## src/rtl/magnitude_stream.sv

```systemverilog
// Purpose : streaming two's-complement magnitude unit, (WIDTH+1)-bit signed in,
//           WIDTH-bit unsigned magnitude out, with peak / overflow / count stats.
// Latency : 2 cycles from input transfer to out_valid; 1 sample/cycle throughput.
// Backpr. : valid/ready on both sides, up to 2 samples buffered, outputs hold while
//           stalled; clear flushes the pipe and blocks input for that cycle.
//
// Ports
//   clk, n_rst            rising-edge clock, async active-low reset
//   clear                 sync flush of both stages and all statistics
//   in_valid/in_ready     input handshake, in_data is the signed sample
//   out_valid/out_ready   output handshake, out_mag/out_neg carry the result
//   peak_mag              largest out_mag transferred since reset/clear
//   ovf_flag              sticky, set when a -2^WIDTH sample is transferred out
//   sample_count          number of output transfers, wraps at 2^CNT_W
module magnitude_stream #(
   parameter int WIDTH    = 16,
   parameter bit SATURATE = 1'b1,
   parameter int CNT_W    = 8
) (
   input  logic             clk,
   input  logic             n_rst,
   input  logic             clear,
   input  logic             in_valid,
   input  logic [WIDTH:0]   in_data,
   output logic             in_ready,
   output logic             out_valid,
   input  logic             out_ready,
   output logic [WIDTH-1:0] out_mag,
   output logic             out_neg,
   output logic [WIDTH-1:0] peak_mag,
   output logic             ovf_flag,
   output logic [CNT_W-1:0] sample_count
);

   // Stage 1: raw sample
   logic             s1_vld_q, s1_vld_d;
   logic [WIDTH:0]   s1_dat_q, s1_dat_d;
   // Stage 2: magnitude, sign and most-negative marker
   logic             s2_vld_q, s2_vld_d;
   logic [WIDTH-1:0] s2_mag_q, s2_mag_d;
   logic             s2_neg_q, s2_neg_d;
   logic             s2_min_q, s2_min_d;
   // Statistics
   logic [WIDTH-1:0] peak_q, peak_d;
   logic             ovf_q, ovf_d;
   logic [CNT_W-1:0] cnt_q, cnt_d;
   // Holds in_ready low until the first clock after reset release
   logic             rdy_en_q;

   logic             in_xfer;
   logic             out_xfer;
   logic             s2_load;
   logic [WIDTH:0]   neg_val;
   logic             is_min;
   logic [WIDTH-1:0] mag;

   // S2 frees up either because it is empty or because it drains this cycle.
   // in_ready depends only on state, out_ready and clear -- never on in_valid.
   assign s2_load  = s1_vld_q & (~s2_vld_q | out_ready);
   assign in_ready = rdy_en_q & ~clear & (~s1_vld_q | s2_load);
   assign in_xfer  = in_valid & in_ready;
   assign out_xfer = s2_vld_q & out_ready;

   // Two's-complement negation; for -2^WIDTH the truncated result is 0 (wrap).
   assign neg_val = ~s1_dat_q + {{WIDTH{1'b0}}, 1'b1};
   assign is_min  = s1_dat_q[WIDTH] & ~(|s1_dat_q[WIDTH-1:0]);

   always_comb begin
      mag = s1_dat_q[WIDTH-1:0];
      if (s1_dat_q[WIDTH]) begin
         if (is_min) begin
            mag = SATURATE ? {WIDTH{1'b1}} : {WIDTH{1'b0}};
         end else begin
            mag = neg_val[WIDTH-1:0];
         end
      end
   end

   always_comb begin
      s1_vld_d = s1_vld_q;
      s1_dat_d = s1_dat_q;
      s2_vld_d = s2_vld_q;
      s2_mag_d = s2_mag_q;
      s2_neg_d = s2_neg_q;
      s2_min_d = s2_min_q;
      peak_d   = peak_q;
      ovf_d    = ovf_q;
      cnt_d    = cnt_q;

      if (in_xfer) begin
         s1_dat_d = in_data;
      end
      if (s2_load) begin
         s2_mag_d = mag;
         s2_neg_d = s1_dat_q[WIDTH];
         s2_min_d = is_min;
      end

      if (clear) begin
         // Data registers keep their contents; only valids and stats reset.
         s1_vld_d = 1'b0;
         s2_vld_d = 1'b0;
         peak_d   = '0;
         ovf_d    = 1'b0;
         cnt_d    = '0;
      end else begin
         if (in_xfer) begin
            s1_vld_d = 1'b1;
         end else if (s2_load) begin
            s1_vld_d = 1'b0;
         end

         if (s2_load) begin
            s2_vld_d = 1'b1;
         end else if (out_xfer) begin
            s2_vld_d = 1'b0;
         end

         if (out_xfer) begin
            cnt_d = cnt_q + {{(CNT_W-1){1'b0}}, 1'b1};
            if (s2_mag_q > peak_q) begin
               peak_d = s2_mag_q;
            end
            if (s2_min_q) begin
               ovf_d = 1'b1;
            end
         end
      end
   end

   always_ff @(posedge clk or negedge n_rst) begin
      if (!n_rst) begin
         rdy_en_q <= 1'b0;
         s1_vld_q <= 1'b0;
         s1_dat_q <= '0;
         s2_vld_q <= 1'b0;
         s2_mag_q <= '0;
         s2_neg_q <= 1'b0;
         s2_min_q <= 1'b0;
         peak_q   <= '0;
         ovf_q    <= 1'b0;
         cnt_q    <= '0;
      end else begin
         rdy_en_q <= 1'b1;
         s1_vld_q <= s1_vld_d;
         s1_dat_q <= s1_dat_d;
         s2_vld_q <= s2_vld_d;
         s2_mag_q <= s2_mag_d;
         s2_neg_q <= s2_neg_d;
         s2_min_q <= s2_min_d;
         peak_q   <= peak_d;
         ovf_q    <= ovf_d;
         cnt_q    <= cnt_d;
      end
   end

   assign out_valid    = s2_vld_q;
   assign out_mag      = s2_mag_q;
   assign out_neg      = s2_neg_q;
   assign peak_mag     = peak_q;
   assign ovf_flag     = ovf_q;
   assign sample_count = cnt_q;

endmodule

```

## config.mk

```make
export PLATFORM = sky130hd
export DESIGN_NAME = magnitude_stream
export DESIGN_NICKNAME = d
export VERILOG_FILES = /design/src/rtl/magnitude_stream.sv
export SDC_FILE = /design/constraint.sdc
export NUM_CORES = 1
export LEC_CHECK = 0
export BUFFER_PORTS_ARGS = -buffer_cell sky130_fd_sc_hd__buf_2
export CAP_MARGIN = 20
export CORE_MARGIN = 2
export CORE_UTILIZATION = 25
export CTS_CLUSTER_DIAMETER = 120
export DETAILED_ROUTE_END_ITERATION = 7
export HOLD_SLACK_MARGIN = 0.03
export SYNTH_ARGS = -nofsm -noshare
export SYNTH_HDL_FRONTEND = slang
export SYNTH_SLANG_ARGS = --single-unit
export TNS_END_PERCENT = 20
```

## constraint.sdc

```tcl
create_clock -name clk -period 2.3 [get_ports clk]
set_input_delay 0 -clock clk [delete_from_list [all_inputs] [get_ports clk]]
set_output_delay 0 -clock clk [all_outputs]
set_load 0.1 [all_outputs]
```

# After elaboration in Yosys (flattened, before gate mapping)
# Cells that the tools add are included.
[totals]
mem_bits_rw = 0
mem_count = 0
reg_bits = 63
romBits = 0
output_inout_bits = 44
latch_bits = 0
in_bits = 22
[op_classes]
bitwise_logic = 13
add_sub_neg = 2
mux = 16
eq_ne = 0
order_cmp = 1
mul = 0
div_mod_pow = 0
n_reduce_logical = 8
n_shift = 0
[ops]
columns = ["op", "n"]
rows = [
  ["2-to-1 mux 16 bit", 5],
  ["adder 16 x 1 -> 16 bit, second input constant", 1],
  ["greater-than comparator 16 bit", 1],
  ["2-to-1 mux 8 bit", 2],
  ["NOT 16 bit", 1],
  ["OR reduction 16 bit", 1],
  ["2-to-1 mux 1 bit", 9],
  ["adder 8 x 1 -> 8 bit, second input constant", 1],
  ["bitwise AND 1 bit", 6],
  ["nonzero test 2 bit", 3],
  ["nonzero test 3 bit", 2],
  ["NOT 1 bit", 4],
  ["AND reduction 2 bit", 2],
  ["OR 1 bit", 2],
]

# Longest topological paths before layout
# Gate-level depths: netlist of run 1.
[depth]
ltp_word = 8
depth_mapped = 10
mapped_depth_nobuf = 8

# Worst setup path after synthesis of run 1
# OpenSTA, ideal clock, no wires.
[synth_path]
path_kind = "flip-flop to flip-flop"
startpoint = "register s2_vld_q, in the netlist out_valid"
endpoint = "register s1_dat_q[0]"
path_stages_with_launch = 7
slack_ns = -0.742
n_path_buf = 1
setup_ns = 0.125
arrival_ns = 2.917
synth_period_minus_slack_ns = 3.042
path_cell_list = "dfrtp_1 nor2b_1 nand2_1 and3_1 nand2_1 clkbuf_1 mux2_2"
[synth_between]
elab_chain_cells = 6
[synth_lines]
columns = ["element", "line", "text"]
rows = [
  ["from (decl)", "39", "logic s2_vld_q, s2_vld_d;"],
  ["from (signal assigned)", "147", "s2_vld_q <= s2_vld_d;"],
  ["NOT 1 bit", "59", "assign s2_load = s1_vld_q & (~s2_vld_q | out_ready);"],
  ["OR 1 bit", "59", ""],
  ["bitwise AND 1 bit", "59", ""],
  ["OR 1 bit", "60", "assign in_ready = rdy_en_q & ~clear & (~s1_vld_q | s2_load);"],
  ["bitwise AND 1 bit", "60", ""],
  ["named net in_ready", "25", "output logic in_ready,"],
  ["bitwise AND 1 bit", "61", "assign in_xfer = in_valid & in_ready;"],
  ["to (signal assigned)", "146", "s1_dat_q <= s1_dat_d;"],
  ["to (decl)", "37", "logic [WIDTH:0] s1_dat_q, s1_dat_d;"],
]
# The timed path passes the listed nets, and every way through them passes these cells.
# A chain may end at the register's enable or synchronous reset.

# Worst setup path in the final report of run 1
[layout_path]
startpoint = "register s1_dat_q[0]"
endpoint = "register s2_mag_q[15], in the netlist out_mag[15]"
[layout_between]
elab_chain_cells = 5
word_cells_on_any_way = 7
cone_classes = "1 x add/sub; 2 x mux; 3 x bitwise; 1 x reduce/logical"
[layout_lines]
columns = ["element", "line", "text"]
rows = [
  ["parallel branches: the longest is 3 deep, another holds adder 16 x 1 -> 16 bit", "--", ""],
  ["2-to-1 mux 16 bit (*)", "71", "if (is_min) begin"],
  ["2-to-1 mux 16 bit (*)", "70", "if (s1_dat_q[WIDTH]) begin"],
  ["to (signal assigned)", "148", "s2_mag_q <= s2_mag_d;"],
  ["to (decl)", "40", "logic [WIDTH-1:0] s2_mag_q, s2_mag_d;"],
]
# Mark *: on every way between the ends.

==> results of run 1 <==
==> worst min-delay path by stage <==
stage	start	end
final	n_rst	s1_dat_q[11]$_DFFE_PN0P_
after global placement	n_rst	s1_dat_q[10]$_DFFE_PN0P_
after global routing	n_rst	s1_dat_q[11]$_DFFE_PN0P_
after CTS	n_rst	s1_dat_q[10]$_DFFE_PN0P_
after detailed placement	n_rst	s1_dat_q[10]$_DFFE_PN0P_
after floorplan	n_rst	out_mag[0]$_DFFE_PN0P_
==> cell usage after synthesis, drive strengths merged <==
library cell	number	area (um2)
or3b	1	8.76
nand2b	3	18.8
a21oi	14	70.1
conb	1	3.75
o22ai	1	6.26
a22o	15	131
dfrtp	63	1580
clkbuf	10	37.5
nand4	7	43.8
nor2b	3	18.8
and4	1	8.76
and3	5	31.3
or3	3	18.8
xor2	4	35.0
or2	1	6.26
buf	4	36.3
o21ai	22	110
inv	19	71.3
o41ai	1	8.76
nor3	3	15.0
a41o	1	10.0
o31a	1	8.76
and2	2	12.5
a311oi	1	8.76
o211a	1	10.0
nor2	25	101
mux2	19	214
o31ai	6	55.1
a211oi	1	7.51
xnor2	12	105
nand2	30	113
a21o	1	7.51
ha	18	225
or4	5	52.6
==> cells in the final DEF (no fill, tap or decap), types with 4 or more instances in the layout <==
cell type / Yosys / routed
buf_2: 2 / 65
nand2_1: 30 / 30
dfrtp_1: 63 / 30
buf_4: 0 / 26
nor2_1: 24 / 24
dlygate4sd3_1: 0 / 23
mux2_2: 19 / 19
dfrtp_2: 0 / 17
dfrtp_4: 0 / 16
a22o_1: 15 / 15
inv_1: 19 / 13
a21oi_1: 14 / 13
o21ai_0: 13 / 12
xnor2_1: 12 / 12
ha_1: 18 / 11
o21ai_1: 9 / 10
clkbuf_16: 0 / 9
nand4_1: 7 / 7
ha_4: 0 / 7
inv_2: 0 / 6
or4_4: 4 / 5
o31ai_1: 4 / 4
xor2_1: 4 / 4
==> repair_timing <==
action / 4_1_cts / 5_1_grt
setup buffers: 0 / 2
hold buffers: 23 / 0
endpoints found under the setup margin: 26 / 26
resized for setup: 9 / 2
pin swaps: 3 / 4
hold endpoints to repair: 84 / 0
==> metrics by stage <==
step	area, um2	std cells
floorplan	3370	304
global placement	4060	556
detailed placement	4060	556
CTS	4620	595
global route	4660	597
finish	4660	597
==> final cells by class <==
| type | count | area [um2] | area share (%) |
|---|---|---|---|
| flip-flops and latches | 63 | 1660 | 35.6 |
| multi-input cells | 208 | 1600 | 34.3 |
| clock buffers | 10 | 229 | 4.92 |
| clock inverters | 6 | 61.3 | 1.32 |
| inverters | 19 | 71.3 | 1.53 |
| repair buffers | 119 | 825 | 17.7 |
| well taps | 172 | 215 | 4.62 |
==> logic make-up (layout without fill, tap and decap cells) <==
family	count (synthesis)	after routing	synth area share [%]
XOR/XNOR	16	16	4.40
flip-flops	63	63	49.5
AND/OR/NAND/NOR	89	89	14.1
multiplexers	19	19	6.71
adder cells (fa/ha/maj)	18	18	7.06
other	1	1	0.118
buffers and inverters	33	154	4.55
AO/OA/AOI/OAI	65	65	13.6
==> registers in the layout (all words and copies together) (netlist names), 8 cells and up <==
| register | cells |
|---|---|
| sample_count | 8 |
| out_mag | 16 |
| peak_mag | 16 |
| s1_dat_q | 17 |
==> critical path: stages, from the launching register on <==
cell and delay (ns):
dfrtp_1 0.38, buf_6 0.13, or4_4 0.53, or4_4 0.44
buf_6 0.14, o31a_1 0.24, and2_1 0.17, o31ai_2 0.18
==> per-layer routing <==
| metal | up-vias | wire length, um | track usage [%] |
|---|---|---|---|
| li1 | 1299 | - | - |
| met1 | 1250 | 3610 | 16.5 |
| met2 | 58 | 3670 | 18.7 |
| met3 | 9 | 450 | 3.14 |
| met4 | 0 | 115 | 4.71 |
| met5 | - | 0 | 0 |
==> power groups by stage <==
stage          sequential (mW)  combinational, mW  clock (mW)
2_1_floorplan             2.26              0.562           0
3_3_place_gp              1.52               1.75           0
3_5_place_dp              1.52               1.78           0
4_1_cts                   1.51               1.82        1.35
5_1_grt                   1.54               1.98        1.40
6_report                  1.51               1.84        1.32
==> flow_metrics.tcl, run 1 <==
set metrics [dict create \
    outcome "finished, final reports clean" \
    fmax_mhz 435 \
    grt_remaining_overflow 0 \
    grt_max_degree 29 \
    cts.clk_slew.worst_paths_ns 0.06 \
    crit_end "out_mag[15]$_DFFE_PN0P_" \
    hp-class "in -> async" \
    h-tree-depth 3 \
    hold_viol 0 \
    fp.dieArea_mm2 0.0137 \
    fp-row-count 41 \
    ys_seq_elements 63 \
    initial_core_util_pct 25.5 \
    fin_ws_ns 0.00136 \
    io_buffers 65 \
    r2r-end "out_mag[15]$_DFFE_PN0P_" \
    drc 0 \
    setup_tns_ns 0 \
    min_period_ns 2.30 \
    critical_path_class "reg -> reg" \
    p_comb_share_pct 39.5 \
    r2r_cells 7 \
    dp_slack_ns -0.150 \
    r2r_start "s1_dat_q[0]$_DFFE_PN0P_" \
    drv_cap 0 \
    nFillCells 1313 \
    clockPowerShare_pct 28.2 \
    clk_latency_ns 0.33 \
    slew_headroom_pct 57.3 \
    detail_route.wl_per_cell_um 13.1 \
    dr.pass1.iters 4 \
    whs_ns 0.0862 \
    synth_cells 304 \
    start_kind "flop" \
    p_leak_nw 2.10 \
    die_h_um 117 \
    track_usage_pct 12.1 \
    routed-via-count 2616 \
    seq_power_share_pct 32.3 \
    cts.path.max_buffers 2 \
    synth_cell_type_count 40 \
    switchingPower_mw 1.94 \
    drive_above_1_share_pct 45.2 \
    avgSynthCellArea_um2 10.5 \
    grt_pass1_wl_um 12800 \
    die_x_um 117 \
    rsz0062_at_grt "true" \
    cts_tree "done" \
    clock_skew_ns 0.00994 \
    required_ns 2.53 \
    peakVddDrop_uv 429 \
    antenna_found_initial 0 \
    ys_seq_area_share_pct 49.5 \
    totalPowerFinal_mw 4.67 \
    clock_sinks 63 \
    r2r_slack_ns 0.001 \
    io_pins 66 \
    routed_via_density 4.38 \
    grt_pass1_vias 2581 \
    place_congestion 0.745 \
    critical_path_arrival_ns 2.53 \
    nNetsFinal 460 \
    post-route-period-util_pct 99.9 \
    antenna_cells 0 \
    crit_fanout 4 \
    swShare_pct 41.7 \
    ys_warn_count 0 \
    cts-root-buf "clkbuf_16" \
    drv_slew 0 \
    drtAntennaViolNets 0 \
    worst_pin_slew_ns 0.641 \
    critPathLaunch "s1_dat_q[0]$_DFFE_PN0P_" \
    drt_iter0_drc 79 \
    numCtsBuffers 9 \
    power_density_mw_per_mm2 1000 \
    setup_viol_count_final 0 \
    fp.coreArea_mm2 0.0125 \
    fin_util_pct 37.2 \
    endpoint_kind "flop" \
    area_growth_pct 46.1 \
    wl_um 7850 \
    syn_nets 344 \
    syn_area_mm2 0.00319 \
    hpwl_um 6030 \
    p_int_mw 2.72 \
]
(Power assumes the default switching activity.)
==> run 2: changes to the inputs <==
--- a/config.mk
+++ b/config.mk
@@ -5,13 +5,15 @@
 export SDC_FILE = /design/constraint.sdc
 export NUM_CORES = 1
 export LEC_CHECK = 0
-export BUFFER_PORTS_ARGS = -buffer_cell sky130_fd_sc_hd__buf_2
+export BUFFER_PORTS_ARGS = -buffer_cell sky130_fd_sc_hd__buf_4
 export CAP_MARGIN = 20
 export CORE_MARGIN = 2
-export CORE_UTILIZATION = 25
+export CORE_UTILIZATION = 50
+export CTS_BUF_LIST = sky130_fd_sc_hd__clkbuf_8
 export CTS_CLUSTER_DIAMETER = 120
 export DETAILED_ROUTE_END_ITERATION = 7
 export HOLD_SLACK_MARGIN = 0.03
+export PLACE_DENSITY = 0.77
 export SYNTH_ARGS = -nofsm -noshare
 export SYNTH_HDL_FRONTEND = slang
 export SYNTH_SLANG_ARGS = --single-unit
==> run 2 against run 1 <==
Sequential cell count stayed put. Clock skew is 0.0032 ns lower. First-iteration DRC count is 49% higher. Sequential power hardly changed. Global-route usage up 11 points. Register-to-register slack improved by 0.03 ns. Non-clock buffer count up 2. Critical path depth stayed put. Largest power group unchanged. Sequential share of layout area up 0.58 points. Critical path type unchanged. Maximum frequency up 1.2%. Clock-buffer cell count did not move.
==> flow_metrics.tcl, run 2 (synthesis gave the netlist of run 1 again) <==
set metrics [dict create \
    outcome "finished, final reports clean" \
    detail_route.wl_per_cell_um 14.9 \
    initial_core_util_pct 51.1 \
    critical_path_arrival_ns 2.52 \
    drtAntennaViolNets 0 \
    setup_viol_count_final 0 \
    rsz0062_at_grt "true" \
    clk_latency_ns 0.34 \
    h-tree-depth 3 \
    start_kind "flop" \
    hpwl_um 5290 \
    required_ns 2.55 \
    hp-class "in -> reg" \
    totalPowerFinal_mw 4.26 \
    grt_pass1_wl_um 12700 \
    fp-row-count 29 \
    whs_ns 0.121 \
    routed_via_density 5.25 \
    stdcell_count 504 \
    dpl_cell_area_mm2 0.00410 \
    numCtsBuffers 9 \
    grt_remaining_overflow 0 \
    drv_slew 0 \
    nNetsFinal 462 \
    fp.coreArea_mm2 0.00624 \
    fin_ws_ns 0.0277 \
    antenna_found_initial 0 \
    drt_iter0_drc 118 \
    grt_max_degree 64 \
    r2r_slack_ns 0.03 \
    min_period_ns 2.27 \
    place_congestion 0.782 \
    drive_above_1_share_pct 45.4 \
    largest_reg_flops 17 \
    dp_slack_ns -0.127 \
    die_x_um 83.9 \
    drc 0 \
    fin_area_mm2 0.00458 \
    cts-root-buf "clkbuf_8" \
    antenna_cells 0 \
    peakVddDrop_uv 609 \
    routed-via-count 2648 \
    drv_cap 0 \
    cts.clk_slew.worst_paths_ns 0.07 \
    endpoint_kind "flop" \
    cts.path.max_buffers 2 \
    clock_skew_ns 0.00675 \
    grt_pass1_vias 2656 \
    critical_path_class "reg -> reg" \
    numPlacedInstances 460 \
    final_common_cell "buf_4" \
    die_h_um 83.9 \
    regMostFlops "s1_dat_q" \
    area_growth_pct 43.7 \
    cts_tree "done" \
    dr.pass1.iters 4 \
    hold_viol 0 \
    worst_pin_slew_ns 0.779 \
    nFillCells 442 \
    post-route-period-util_pct 98.8 \
    slew_headroom_pct 48.1 \
    fp.dieArea_mm2 0.00703 \
    p_leak_nw 2.09 \
    power_density_mw_per_mm2 929 \
    crit_fanout 4 \
    wl_um 7500 \
    clock_sinks 63 \
    fmax_mhz 440 \
    io_buffers 65 \
    final_cell_mix "97 x buf_4, 30 x nand2_1, 30 x dfrtp_1, 24 x nor2_1, 20 x dlygate4sd3_1" \
    io_pins 66 \
    track_usage_pct 22.9 \
]
## run 2: worst paths after layout
path / startpoint / to / depth (start not counted)
min: in_valid / s1_vld_q$_DFFE_PN0P_ / 4
max in group asynchronous: n_rst / out_mag[9]$_DFFE_PN0P_ / 2
min reg2reg: ovf_flag$_DFFE_PN0P_ / ovf_flag$_DFFE_PN0P_ / 2
max: s1_dat_q[0]$_DFFE_PN0P_ / out_mag[9]$_DFFE_PN0P_ / 7
max reg2reg: s1_dat_q[0]$_DFFE_PN0P_ / out_mag[9]$_DFFE_PN0P_ / 7
min in group asynchronous: n_rst / sample_count[6]$_DFFE_PN0P_ / 2
## run 2: area by class of cell
| type | count | area (um2) | share of cell area [%] |
|---|---|---|---|
| Clock buffer | 10 | 138 | 3.00 |
| Clock inverter | 6 | 23.8 | 0.519 |
| Inverter | 19 | 71.3 | 1.56 |
| Multi-Input combinational cell | 208 | 1600 | 35.0 |
| Sequential cell | 63 | 1660 | 36.2 |
| Tap cell | 77 | 96.3 | 2.10 |
| Timing Repair Buffer | 121 | 991 | 21.6 |
## run 2: power breakdown
group	internal, mW	switching, mW
logic	0.664	1.28
registers	1.31	0.200
clock network	0.399	0.407
## run 2: per-stage QoR
step / util [%] / setup TNS [ns]
2_1_floorplan: - / -0.481
3_3_place_gp: 65.7 / -0.454
3_5_place_dp: 65.7 / -1.38
4_1_cts: 72.5 / -0.00624
5_1_grt: 73.4 / -0.608
6_report: 73.4 / 0
## run 2: what timing repair did
action	CTS	global route
setup endpoints to repair	31	32
gates cloned	0	0
hold buffers	20	0
buffers inserted	4	4
pin swaps	3	9
hold endpoints to repair	91	0
resized for setup	9	4
## run 2: metal layers
layer	up-vias	GRT usage, %	wire (um)
li1	1300	-	-
met4	0	10.1	139
met1	1269	29.5	3250
met3	13	3.66	339
met5	-	0	0
met2	66	38.1	3770
## run 2: worst max-delay path: stages (launching register included)
cell and delay (ns):
dfrtp_1 0.41, or4_1 0.55, or4_4 0.44, buf_4 0.17, o31ai_2 0.22, xnor2_1 0.15, nor2_1 0.06, o21ai_1 0.18
==> run 3: changes to the inputs <==
--- a/config.mk
+++ b/config.mk
@@ -12,7 +12,7 @@
 export CTS_BUF_LIST = sky130_fd_sc_hd__clkbuf_8
 export CTS_CLUSTER_DIAMETER = 120
 export DETAILED_ROUTE_END_ITERATION = 7
-export HOLD_SLACK_MARGIN = 0.03
+export MAX_ROUTING_LAYER = met4
 export PLACE_DENSITY = 0.77
 export SYNTH_ARGS = -nofsm -noshare
 export SYNTH_HDL_FRONTEND = slang
==> run 3 against run 2 <==
Design area about the same. Sequential share of layout area about the same. Hold slack improved by 0.0036 ns. Total power about the same. Critical path depth unchanged.
==> flow_metrics.tcl, run 3 (synthesis gave the netlist of run 1 again) <==
set metrics [dict create \
    post-route-period-util_pct 98.8 \
    cts-root-buf "clkbuf_8" \
    drtAntennaViolNets 0 \
    drc 0 \
    grt_max_degree 64 \
    track_usage_pct 23.6 \
    power_density_mw_per_mm2 929 \
    antenna_found_initial 0 \
    nNetsFinal 462 \
    critPathSlowestCell "or4_1" \
    critical_path_class "reg -> reg" \
    fp-row-count 29 \
    area_growth_pct 43.6 \
    grt_remaining_overflow 0 \
    critical_path_arrival_ns 2.52 \
    r2r_cells 7 \
    r2r_start "s1_dat_q[0]$_DFFE_PN0P_" \
    dr.pass1.iters 4 \
    hold_viol 0 \
    wl_um 7500 \
    fin_util_pct 73.4 \
    numPlacedInstances 460 \
    min_period_ns 2.27 \
    r2r_slack_ns 0.03 \
    fmax_mhz 440 \
    largest_reg_flops 17 \
    final_common_cell "buf_4" \
    initial_core_util_pct 51.1 \
    totalPowerFinal_mw 4.25 \
    max_stage_delay_ns 0.55 \
    drive_above_1_share_pct 45.2 \
    routed-via-count 2646 \
    p_leak_nw 2.09 \
    numCtsBuffers 9 \
    nFillCells 442 \
    crit_chain "or4_1, or4_4, buf_4, o31ai_2, xnor2_1, nor2_1, o21ai_1" \
    io_buffers 65 \
    h-tree-depth 3 \
    clock_skew_ns 0.00630 \
    worst_pin_slew_ns 0.776 \
    cts.path.max_buffers 2 \
    final_cell_mix "97 x buf_4, 30 x nand2_1, 30 x dfrtp_1, 24 x nor2_1, 20 x dlygate4sd3_1" \
    antenna_cells 0 \
    setup_viol_count_final 0 \
    clk_latency_ns 0.34 \
    grt_pass1_vias 2661 \
    drt_iter0_drc 130 \
    critical_path_buf_inv_count 1 \
    peakVddDrop_uv 609 \
    stdcell_count 504 \
    io_pins 66 \
    regMostFlops "s1_dat_q" \
    detail_route.wl_per_cell_um 14.9 \
    hpwl_um 5290 \
    cts_tree "done" \
    setup_tns_ns 0 \
    r2r-end "out_mag[9]$_DFFE_PN0P_" \
    start_kind "flop" \
    grt_pass1_wl_um 12700 \
    die_x_um 83.9 \
    slew_headroom_pct 48.3 \
    fp.coreArea_mm2 0.00624 \
    hp-class "in -> reg" \
    place_congestion 0.793 \
    endpoint_kind "flop" \
    whs_ns 0.124 \
    routed_via_density 5.25 \
    drv_cap 0 \
    rsz0062_at_grt "true" \
    min_from "in_valid" \
    whs_path_depth 4 \
    fp.dieArea_mm2 0.00703 \
    required_ns 2.54 \
    die_h_um 83.9 \
    drv_slew 0 \
    path_delay_family "simple AND/OR/NAND/NOR gates" \
    cts.clk_slew.worst_paths_ns 0.07 \
    outcome "finished, final reports clean" \
    clock_sinks 63 \
    whs_endpoint "s1_vld_q$_DFFE_PN0P_" \
    crit_fanout 4 \
]
==> run 3: power breakdown <==
group	total [mW]	leakage, nW	internal (mW)	switching, mW
registers	1.51	0.762	1.31	0.201
clock network	0.803	0.102	0.399	0.404
logic	1.94	1.22	0.665	1.28
total	4.25	2.09	2.37	1.88
==> run 3: how the worst max path moves through the flow <==
stage                                         from                 endpoint  slack (ns)  cells after the start
after floorplan           peak_mag[13]$_DFFE_PN0P_  peak_mag[5]$_DFFE_PN0P_       -0.05                     10
after global placement     s1_dat_q[0]$_DFFE_PN0P_   out_mag[1]$_DFFE_PN0P_       -0.08                      9
final                      s1_dat_q[0]$_DFFE_PN0P_   out_mag[9]$_DFFE_PN0P_        0.03                      7
after global routing       s1_dat_q[0]$_DFFE_PN0P_   out_mag[1]$_DFFE_PN0P_       -0.06                      9
after CTS                  s1_dat_q[0]$_DFFE_PN0P_   out_mag[9]$_DFFE_PN0P_      -0.006                      9
after detailed placement   s1_dat_q[0]$_DFFE_PN0P_   out_mag[1]$_DFFE_PN0P_       -0.13                      9
==> run 3: metal layers <==
metal  track usage (%)  part of all wire [%]  vias to the layer above
li1                  -                     -                     1303
met1              29.7                    44                     1275
met2              38.1                    50                       55
met3              3.56                   3.4                       13
met4              10.1                   1.9                        0
met5                 -                     0                        -
==> run 3: final cells by class <==
cell class,instances,area (um2),share of cell area [%]
sequential,63,1660,36.2
multi-input combinational,208,1600,35.0
timing repair buffer,121,991,21.6
clock buffer,10,138,3.01
tap,77,96.3,2.10
inverter,19,71.3,1.56
clock inverter,6,23.8,0.519
==> run 3: worst register-to-register path, stage by stage, from the launching register on <==
cell and delay, ns:
dfrtp_1 0.41, or4_1 0.55, or4_4 0.44, buf_4 0.17
o31ai_2 0.22, xnor2_1 0.15, nor2_1 0.06, o21ai_1 0.18
==> run 3: stage by stage <==
stage	worst slack [ns]	cell area [um2]
final	0.0282	4580
after global routing	-0.0595	4580
after CTS	-0.00624	4530
after detailed placement	-0.127	4100
after global placement	-0.0806	4100
after floorplan	-0.0489	3370
==> run 3: timing repair <==
item	4_1_cts	5_1_grt
endpoints found under the hold margin	90	0
setup endpoints to repair	31	32
setup buffers	4	4
hold buffers	20	0
pin swaps	3	9
resized for setup	9	3
